[src/rtl/acc_pkg.sv]
// +----------------------------------------------------------------------------+
// | Module      : acc_pkg                                                      |
// | Description : Accelerator-interface shared types. Holds the memory request |
// |               type carried on the cmem request channel.                    |
// | Revision    : 1.0 - initial release                                        |
// +----------------------------------------------------------------------------+
`default_nettype none

package acc_pkg;

    // READ encodes to 0 so an idle request channel reads as all-zero.
    typedef enum logic {
        READ  = 1'b0,
        WRITE = 1'b1
    } mem_req_type_e;

endpackage

`default_nettype wire

[src/rtl/fpu_ss_pkg.sv]
// +----------------------------------------------------------------------------+
// | Module      : fpu_ss_pkg                                                   |
// | Description : Types shared by the FPU subsystem issue controller: the      |
// |               load/store FSM state encoding and the in-order tracking      |
// |               queue entry {rd_is_fp, rd_addr}.                             |
// | Revision    : 1.0 - initial release                                        |
// +----------------------------------------------------------------------------+
`default_nettype none

package fpu_ss_pkg;

    // FP register address width; the tracking entry is sized from it, so the
    // controller's ADDR_W must match.
    localparam int unsigned FPR_ADDR_W = 5;

    typedef enum logic [1:0] {
        IDLE = 2'd0,
        REQ  = 2'd1,
        RSP  = 2'd2
    } mem_fsm_e;

    typedef struct packed {
        logic                  rd_is_fp;
        logic [FPR_ADDR_W-1:0] rd_addr;
    } track_entry_t;

endpackage

`default_nettype wire

[src/rtl/fpu_ss_track_fifo.sv]
// +----------------------------------------------------------------------------+
// | Module      : fpu_ss_track_fifo                                            |
// | Description : Depth-DEPTH synchronous FIFO with occupancy count, used to   |
// |               remember the destination of every in-flight FPU op in issue  |
// |               order. DEPTH must be a power of two so pointers wrap freely. |
// | Ports       : clk_i, rst_ni (async, active-low)                            |
// |               push_i/data_i  - enqueue                                     |
// |               pop_i/data_o   - dequeue / head entry                        |
// |               full_o, empty_o, cnt_o - occupancy                           |
// | Revision    : 1.0 - initial release                                        |
// +----------------------------------------------------------------------------+
`default_nettype none

module fpu_ss_track_fifo #(
    parameter int unsigned DEPTH  = 4,
    parameter int unsigned DATA_W = 6,
    parameter int unsigned CNT_W  = $clog2(DEPTH + 1)
) (
    input  logic              clk_i,
    input  logic              rst_ni,
    input  logic              push_i,
    input  logic [DATA_W-1:0] data_i,
    input  logic              pop_i,
    output logic [DATA_W-1:0] data_o,
    output logic              full_o,
    output logic              empty_o,
    output logic [CNT_W-1:0]  cnt_o
);

    localparam int unsigned    c_PTR_W = (DEPTH > 1) ? $clog2(DEPTH) : 1;
    localparam logic [CNT_W-1:0] c_FULL_CNT = CNT_W'(DEPTH);

    logic [DATA_W-1:0]  r_mem [DEPTH];
    logic [c_PTR_W-1:0] r_wptr;
    logic [c_PTR_W-1:0] r_rptr;
    logic [CNT_W-1:0]   r_cnt;
    logic               w_push;
    logic               w_pop;

    assign full_o  = (r_cnt == c_FULL_CNT);
    assign empty_o = (r_cnt == '0);
    assign cnt_o   = r_cnt;
    assign data_o  = r_mem[r_rptr];

    assign w_push = push_i & ~full_o;
    assign w_pop  = pop_i & ~empty_o;

    always_ff @(posedge clk_i or negedge rst_ni) begin
        if (!rst_ni) begin
            r_wptr <= '0;
            r_rptr <= '0;
            r_cnt  <= '0;
        end else begin
            if (w_push) r_wptr <= r_wptr + 1'b1;
            if (w_pop)  r_rptr <= r_rptr + 1'b1;
            case ({w_push, w_pop})
                2'b10:   r_cnt <= r_cnt + 1'b1;
                2'b01:   r_cnt <= r_cnt - 1'b1;
                default: r_cnt <= r_cnt;
            endcase
        end
    end

    // Storage needs no reset: the head is only consumed while non-empty.
    always_ff @(posedge clk_i) begin
        if (w_push) r_mem[r_wptr] <= data_i;
    end

endmodule

`default_nettype wire

[src/rtl/fpu_ss_issue_ctrl.sv]
// +----------------------------------------------------------------------------+
// | Module      : fpu_ss_issue_ctrl                                            |
// | Description : Pipelined FPU issue controller. Issues up to MAX_INFLIGHT    |
// |               FPU ops back-to-back, blocks RAW/WAW hazards with a per-FPR  |
// |               pending scoreboard, steers in-order results to the FPR file  |
// |               or the integer C-response channel, and sequences FP loads /  |
// |               stores on the cmem channels with a small FSM.                |
// | Ports       : clk_i, rst_ni (async, active-low)                            |
// |               pop_*         - instruction buffer head + decoded fields     |
// |               fpu_in/out_*  - FPU issue / result handshakes                |
// |               fpr_*         - FPR file write port                          |
// |               c_p_*         - integer C-response channel                   |
// |               cmem_q/p_*    - memory request / response channels           |
// |               inflight_cnt_o, idle_o - status                              |
// |               perf_stall_o, perf_retired_o - performance counters          |
// | Config      : `define FPU_SS_ISSUE_CTRL_PERF_EN builds the performance     |
// |               counters; otherwise both perf ports read 0.                  |
// | Revision    : 1.0 - initial release                                        |
// +----------------------------------------------------------------------------+
`default_nettype none

module fpu_ss_issue_ctrl
    import fpu_ss_pkg::*;
#(
    parameter int unsigned MAX_INFLIGHT = 4,
    parameter int unsigned ADDR_W       = FPR_ADDR_W,
    parameter int unsigned CNT_W        = $clog2(MAX_INFLIGHT + 1)
) (
    input  logic                    clk_i,
    input  logic                    rst_ni,
    input  logic                    pop_valid_i,
    output logic                    pop_ready_o,
    input  logic                    use_fpu_i,
    input  logic                    rd_is_fp_i,
    input  logic [ADDR_W-1:0]       rd_addr_i,
    input  logic [3*ADDR_W-1:0]     rs_addr_i,
    input  logic [2:0]              rs_used_i,
    input  logic                    csr_instr_i,
    input  logic                    is_load_i,
    input  logic                    is_store_i,
    output logic                    fpu_in_valid_o,
    input  logic                    fpu_in_ready_i,
    input  logic                    fpu_out_valid_i,
    output logic                    fpu_out_ready_o,
    output logic                    fpr_we_o,
    output logic [ADDR_W-1:0]       fpr_waddr_o,
    output logic                    c_p_valid_o,
    input  logic                    c_p_ready_i,
    output logic                    cmem_q_valid_o,
    input  logic                    cmem_q_ready_i,
    output acc_pkg::mem_req_type_e  cmem_q_req_type_o,
    output logic                    cmem_q_endoftransaction_o,
    input  logic                    cmem_p_valid_i,
    output logic                    cmem_p_ready_o,
    output logic [CNT_W-1:0]        inflight_cnt_o,
    output logic                    idle_o,
    output logic [31:0]             perf_stall_o,
    output logic [31:0]             perf_retired_o
);

    localparam int unsigned c_NUM_FPR = 1 << ADDR_W;

    logic [c_NUM_FPR-1:0] r_sb;
    logic [c_NUM_FPR-1:0] w_sb_next;
    mem_fsm_e             r_state;
    logic [ADDR_W-1:0]    r_mem_rd;
    logic                 r_mem_is_load;

    track_entry_t         w_push_entry;
    track_entry_t         w_head;
    logic                 w_full;
    logic                 w_empty;
    logic [2:0]           w_rs_pend;
    logic                 w_hazard;
    logic                 w_fsm_idle;
    logic                 w_issue;
    logic                 w_head_fp;
    logic                 w_head_int;
    logic                 w_res_hs;
    logic                 w_fpu_fpr_wr;
    logic                 w_csr_valid;
    logic                 w_mem_start;
    logic                 w_mem_done;
    logic                 w_mem_wr;

    // ---------------- hazard detection ----------------
    for (genvar g = 0; g < 3; g++) begin : g_rs_pend
        assign w_rs_pend[g] = rs_used_i[g] & r_sb[rs_addr_i[g*ADDR_W +: ADDR_W]];
    end

    assign w_hazard   = (|w_rs_pend) | (rd_is_fp_i & r_sb[rd_addr_i]);
    assign w_fsm_idle = (r_state == IDLE);

    // ---------------- FPU issue ----------------
    assign fpu_in_valid_o = pop_valid_i & use_fpu_i & ~w_full & ~w_hazard & w_fsm_idle;
    assign w_issue        = fpu_in_valid_o & fpu_in_ready_i;

    assign w_push_entry.rd_is_fp = rd_is_fp_i;
    assign w_push_entry.rd_addr  = rd_addr_i;

    fpu_ss_track_fifo #(
        .DEPTH  (MAX_INFLIGHT),
        .DATA_W ($bits(track_entry_t)),
        .CNT_W  (CNT_W)
    ) u_track_fifo (
        .clk_i   (clk_i),
        .rst_ni  (rst_ni),
        .push_i  (w_issue),
        .data_i  (w_push_entry),
        .pop_i   (w_res_hs),
        .data_o  (w_head),
        .full_o  (w_full),
        .empty_o (w_empty),
        .cnt_o   (inflight_cnt_o)
    );

    // ---------------- FPU completion steering ----------------
    // The head entry is only meaningful while the queue holds something.
    assign w_head_fp       = ~w_empty & w_head.rd_is_fp;
    assign w_head_int      = ~w_empty & ~w_head.rd_is_fp;
    assign fpu_out_ready_o = w_head_fp | (w_head_int & c_p_ready_i);
    assign w_res_hs        = fpu_out_valid_i & fpu_out_ready_o;
    assign w_fpu_fpr_wr    = fpu_out_valid_i & w_head_fp;

    // ---------------- CSR and memory dispatch ----------------
    // Both wait for an empty queue, so they never compete with FPU writeback.
    assign w_csr_valid = pop_valid_i & csr_instr_i & ~use_fpu_i & w_empty & w_fsm_idle;
    assign w_mem_start = pop_valid_i & ~use_fpu_i & ~csr_instr_i
                       & (is_load_i | is_store_i) & w_empty & w_fsm_idle;
    assign w_mem_done  = (r_state == RSP) & cmem_p_valid_i;
    assign w_mem_wr    = w_mem_done & r_mem_is_load;

    assign c_p_valid_o = (fpu_out_valid_i & w_head_int) | w_csr_valid;
    assign pop_ready_o = w_issue | (w_csr_valid & c_p_ready_i) | w_mem_done;

    assign fpr_we_o    = w_fpu_fpr_wr | w_mem_wr;
    assign fpr_waddr_o = w_mem_wr     ? r_mem_rd :
                         w_fpu_fpr_wr ? w_head.rd_addr : '0;

    assign cmem_q_valid_o            = (r_state == REQ);
    assign cmem_q_req_type_o         = ((r_state == REQ) && !r_mem_is_load) ? acc_pkg::WRITE
                                                                            : acc_pkg::READ;
    assign cmem_q_endoftransaction_o = cmem_q_valid_o & cmem_q_ready_i;
    assign cmem_p_ready_o            = 1'b1;

    assign idle_o = w_empty & w_fsm_idle;

    // ---------------- scoreboard ----------------
    // Clear before set: a same-cycle set targets a different register, since
    // a pending destination raises the hazard and blocks the issue.
    always_comb begin
        w_sb_next = r_sb;
        if (w_fpu_fpr_wr)          w_sb_next[w_head.rd_addr] = 1'b0;
        if (w_issue && rd_is_fp_i) w_sb_next[rd_addr_i]      = 1'b1;
    end

    always_ff @(posedge clk_i or negedge rst_ni) begin
        if (!rst_ni) r_sb <= '0;
        else         r_sb <= w_sb_next;
    end

    // ---------------- load/store FSM ----------------
    always_ff @(posedge clk_i or negedge rst_ni) begin
        if (!rst_ni) begin
            r_state       <= IDLE;
            r_mem_rd      <= '0;
            r_mem_is_load <= 1'b0;
        end else begin
            case (r_state)
                IDLE: if (w_mem_start) begin
                    r_state       <= REQ;
                    r_mem_rd      <= rd_addr_i;
                    r_mem_is_load <= is_load_i;
                end
                REQ:     if (cmem_q_ready_i) r_state <= RSP;
                RSP:     if (cmem_p_valid_i) r_state <= IDLE;
                default: r_state <= IDLE;
            endcase
        end
    end

    // ---------------- performance counters ----------------
`ifdef FPU_SS_ISSUE_CTRL_PERF_EN
    logic [31:0] r_perf_stall;
    logic [31:0] r_perf_retired;
    logic        w_stall;

    assign w_stall = pop_valid_i & use_fpu_i & (w_hazard | w_full);

    always_ff @(posedge clk_i or negedge rst_ni) begin
        if (!rst_ni) begin
            r_perf_stall   <= '0;
            r_perf_retired <= '0;
        end else begin
            if (w_stall && (r_perf_stall != '1))       r_perf_stall   <= r_perf_stall + 1'b1;
            if (pop_ready_o && (r_perf_retired != '1)) r_perf_retired <= r_perf_retired + 1'b1;
        end
    end

    assign perf_stall_o   = r_perf_stall;
    assign perf_retired_o = r_perf_retired;
`else
    assign perf_stall_o   = '0;
    assign perf_retired_o = '0;
`endif

    // Every instruction reaching this block is FPU, CSR, load or store.
    a_known_instr: assert property (@(posedge clk_i) disable iff (!rst_ni)
        pop_valid_i |-> (use_fpu_i | csr_instr_i | is_load_i | is_store_i));

endmodule

`default_nettype wire

[config.mk]
export PLATFORM = sky130hd
export DESIGN_NAME = fpu_ss_issue_ctrl
export DESIGN_NICKNAME = d
export VERILOG_FILES = /design/src/rtl/acc_pkg.sv /design/src/rtl/fpu_ss_pkg.sv /design/src/rtl/fpu_ss_track_fifo.sv /design/src/rtl/fpu_ss_issue_ctrl.sv
export SDC_FILE = /design/constraint.sdc
export NUM_CORES = 1
export LEC_CHECK = 0
export BUFFER_PORTS_ARGS = -buffer_cell sky130_fd_sc_hd__buf_2
export CAP_MARGIN = 10
export CORE_MARGIN = 1
export CORE_UTILIZATION = 55
export DETAILED_ROUTE_END_ITERATION = 16
export GPL_TIMING_DRIVEN = 0
export PLACE_DENSITY = 0.82
export SLEW_MARGIN = 20
export SYNTH_ARGS = -nofsm -noshare
export SYNTH_HDL_FRONTEND = slang
export SYNTH_HIERARCHICAL = 1
export SYNTH_SLANG_ARGS = --single-unit
export TNS_END_PERCENT = 50
[constraint.sdc]
create_clock -name clk_i -period 4.6 [get_ports clk_i]
set_input_delay 0.46 -clock clk_i [delete_from_list [all_inputs] [get_ports clk_i]]
set_output_delay 0.46 -clock clk_i [all_outputs]
set_load 0.01 [all_outputs]
==> results.cfg <==
[status]
status = finished, final reports clean

[global_routing]
grtUsageTotal = 0.276
grt_max_degree = 48
grt-ovfl-total = 0
grt_antenna_before_repair = 0
grt_pass1_wl_um = 20300
grt_pass1_vias = 3987

[sta]
fmax_mhz = 248
max-slew-margin-rel = 0.341
worst_clock_skew_ns = 0.00980
tightest_slew_ns = 0.986
fin_tns_setup_ns = 0
layout_min_cycle_time_ns = 4.03
drv_slew = 0
post-route-period-util = 0.876
rsz0062_at_grt = no
final-hold-violation-count = 0
setup_violations = 0

[final_layout]
syn_to_final_growth_pct = 16.4
drive_above_1_share = 0.311
n_antenna_cell = 0
multi_input_comb_area_um2 = 2680
layout.area.seq_um2 = 1900
n_fill_cell = 710
nets = 645
stdcell_area_um2 = 5840

[synthesis]
yosys_warnings = 6
avgSynthCellArea_um2 = 10.4
netlist_area_um2 = 5010
synth-seq-cells = 71
synthCells = 484
synth-edff-count = 24
ys_seq_area_frac = 0.378
ys.flop_type = dfrtp_1
ys_types = 54
synthArstFlopShare = 0.662

[floorplanning]
die_area_um2 = 9500
num_rows = 34
core_um2 = 8760
start_util = 0.572
io_pins = 118
die_y_um = 97.5
fp.dieW_um = 97.5

[clock_network]
cts_sinks = 71
cts-root-buf = clkbuf_8
clk_latency_ns = 0.36
cts_resized = 0
clkTransAtPathRegs_ns = 0.09
clockBufferDepth = 2
cts_tree = built
numCtsBuffers = 9
holdBufCountCts = 0
htree_levels = 3
cts_setup_buffers = 0

[pwr]
seq_power_share = 0.380
ir_drop_v = 0.000288
p_clk_frac = 0.258
power_switching_w = 0.000818
p_sw_frac = 0.368
p_leak_nw = 2.73
combinationalPowerShare = 0.362
power_density_nw_per_um2 = 380
internal_power_w = 0.00140

[critical_path]
cp-end-kind = flip-flop
crit_required_ns = 4.88
cpLargestDelayFamily = buffers and inverters
slowest_stage = clkbuf_1
worstPathCellList = buf_2, clkbuf_1, buf_2, mux2i_1, nor4b_1, o311ai_0, and4_1, clkbuf_1, and4_1, and2_1, nor2b_4, inv_1, ha_1, inv_1, fa_1, mux2i_1
worstSetupPathType = input port to flip-flop
worstPathMaxFanout = 10
worst-path-buf-inv = 6
slowest_delay_ns = 0.47
startpoint_type = input port
cp_data_arrival_time_ns = 4.31

[detailed_routing]
wire_per_inst_um = 17.8
drc = 0
drt-vias-per-instance = 5.83
wl_um = 12700
ant_nets = 0
first_iter_violations = 496
route.vias.total = 4174
firstDrtPassIters = 7

[flow_run]
drv_cap = 0

[placed_design]
gp_congestion = 0.940
dpl.hpwl_um = 9290
port_buffers = 45
dpl_cell_area_um2 = 5610

[worst_hold_path]
hp-class = input port to async pin
## final cells by class
cell class	instances	area share
repair buffers	45	0.0390
clock buffers	9	0.0212
flip-flops and latches	71	0.325
plain buffers	93	0.104
inverters	18	0.0116
well taps	108	0.0231
clock inverters	7	0.0174
multi-input cells	365	0.459
## through the flow
stage          utilization  power [W]  instances  hold WS (ns)  setup slack, ns
2_1_floorplan            -    0.00139        547         0.164            0.912
3_3_place_gp         0.640    0.00161        700         0.490            0.404
4_1_cts              0.666    0.00220        716         0.284            0.615
6_report             0.666    0.00222        716         0.103            0.568
3_5_place_dp         0.640    0.00164        700         0.495            0.254
5_1_grt              0.666    0.00233        716         0.153            0.378
## cells in the final DEF (no fill, tap or decap), types with 3 or more instances in the layout
master / Yosys / final
inv_1: 18 / 18
xor2_1: 3 / 3
clkbuf_1: 15 / 15
o21ai_0: 52 / 52
mux2i_1: 25 / 25
and2_1: 6 / 6
nand2_1: 40 / 40
nand4b_1: 3 / 3
clkbuf_8: 0 / 9
buf_1: 3 / 3
conb_1: 2 / 65
xnor2_1: 3 / 3
mux2_2: 9 / 9
and2_2: 3 / 3
mux4_2: 29 / 29
dfrtp_1: 47 / 47
ha_1: 5 / 5
nand4_1: 19 / 19
nand3b_1: 4 / 4
inv_6: 0 / 3
nor2_1: 29 / 29
nand2b_1: 6 / 6
buf_2: 10 / 54
nand3_1: 10 / 10
o22ai_1: 6 / 6
or3_1: 6 / 6
nor4b_1: 3 / 3
buf_4: 65 / 66
nor3_1: 4 / 4
edfxtp_1: 24 / 24
## layer usage
metal  up-vias  GRT usage  routed length (um)  share of wire
met2       314      0.429                5830           0.46
li1       1886          -                   -              -
met4         0      0.105                 321          0.025
met5         -          0                   0              0
met1      1939      0.383                5120           0.40
met3        35     0.0547                1430           0.11
## registers in the layout, summed over array words and instances (netlist names)
name                 flops
r_mem_rd                 5
u_track_fifo/r_mem      24
u_track_fifo/cnt_o       3
r_state                  2
u_track_fifo/r_rptr      2
r_sb                    32
u_track_fifo/r_wptr      2
r_mem_is_load            1
## cell usage after synthesis (3+ instances only)
cell type   n  share of area
buf_4      65          0.097
o21ai_0    52          0.052
dfrtp_1    47           0.23
nand2_1    40          0.030
mux4_2     29           0.13
nor2_1     29          0.022
mux2i_1    25          0.050
edfxtp_1   24           0.14
nand4_1    19          0.024
inv_1      18          0.013
clkbuf_1   15          0.011
buf_2      10          0.010
nand3_1    10          0.010
mux2_2      9          0.020
and2_1      6         0.0075
nand2b_1    6         0.0075
o22ai_1     6         0.0075
or3_1       6         0.0075
ha_1        5          0.012
nand3b_1    4         0.0060
nor3_1      4         0.0040
and2_2      3         0.0045
buf_1       3         0.0022
nand4b_1    3         0.0052
nor4b_1     3         0.0052
xnor2_1     3         0.0052
xor2_1      3         0.0052
## path summary, 6_finish.rpt
kind	startpoint	endpoint	slack, ns	depth (start not counted)
max in group asynchronous	rst_ni	r_mem_rd[4]	4.06	1
worst max-delay path	rd_addr_i[1]	u_track_fifo/cnt_o[1]	0.57	16
worst min register to register	r_mem_rd[3]	r_mem_rd[3]	0.51	1
worst min-delay path	rst_ni	r_sb[0]	0.10	1
min in group clk_i	cmem_q_ready_i	r_state[0]	0.29	2
worst max register to register	r_sb[8]	u_track_fifo/cnt_o[1]	0.76	12
## power groups by stage
| stage | Sequential, W | Clock (W) | Combinational, W |
|---|---|---|---|
| after global routing | 0.000851 | 0.000602 | 0.000876 |
| after global placement | 0.000842 | 0 | 0.000767 |
| after CTS | 0.000838 | 0.000574 | 0.000792 |
| after detailed placement | 0.000851 | 0 | 0.000789 |
| final | 0.000843 | 0.000573 | 0.000803 |
| after floorplan | 0.000822 | 0 | 0.000570 |
## cell families after synthesis
logic type	share of synthesized area
simple gates	0.161
buf+inv	0.134
compound gates	0.0943
flops	0.378
mux	0.203
fa+ha+maj	0.0165
xor+xnor	0.0105
other cells	0.00150
Power figures use the tool's default switching activity.
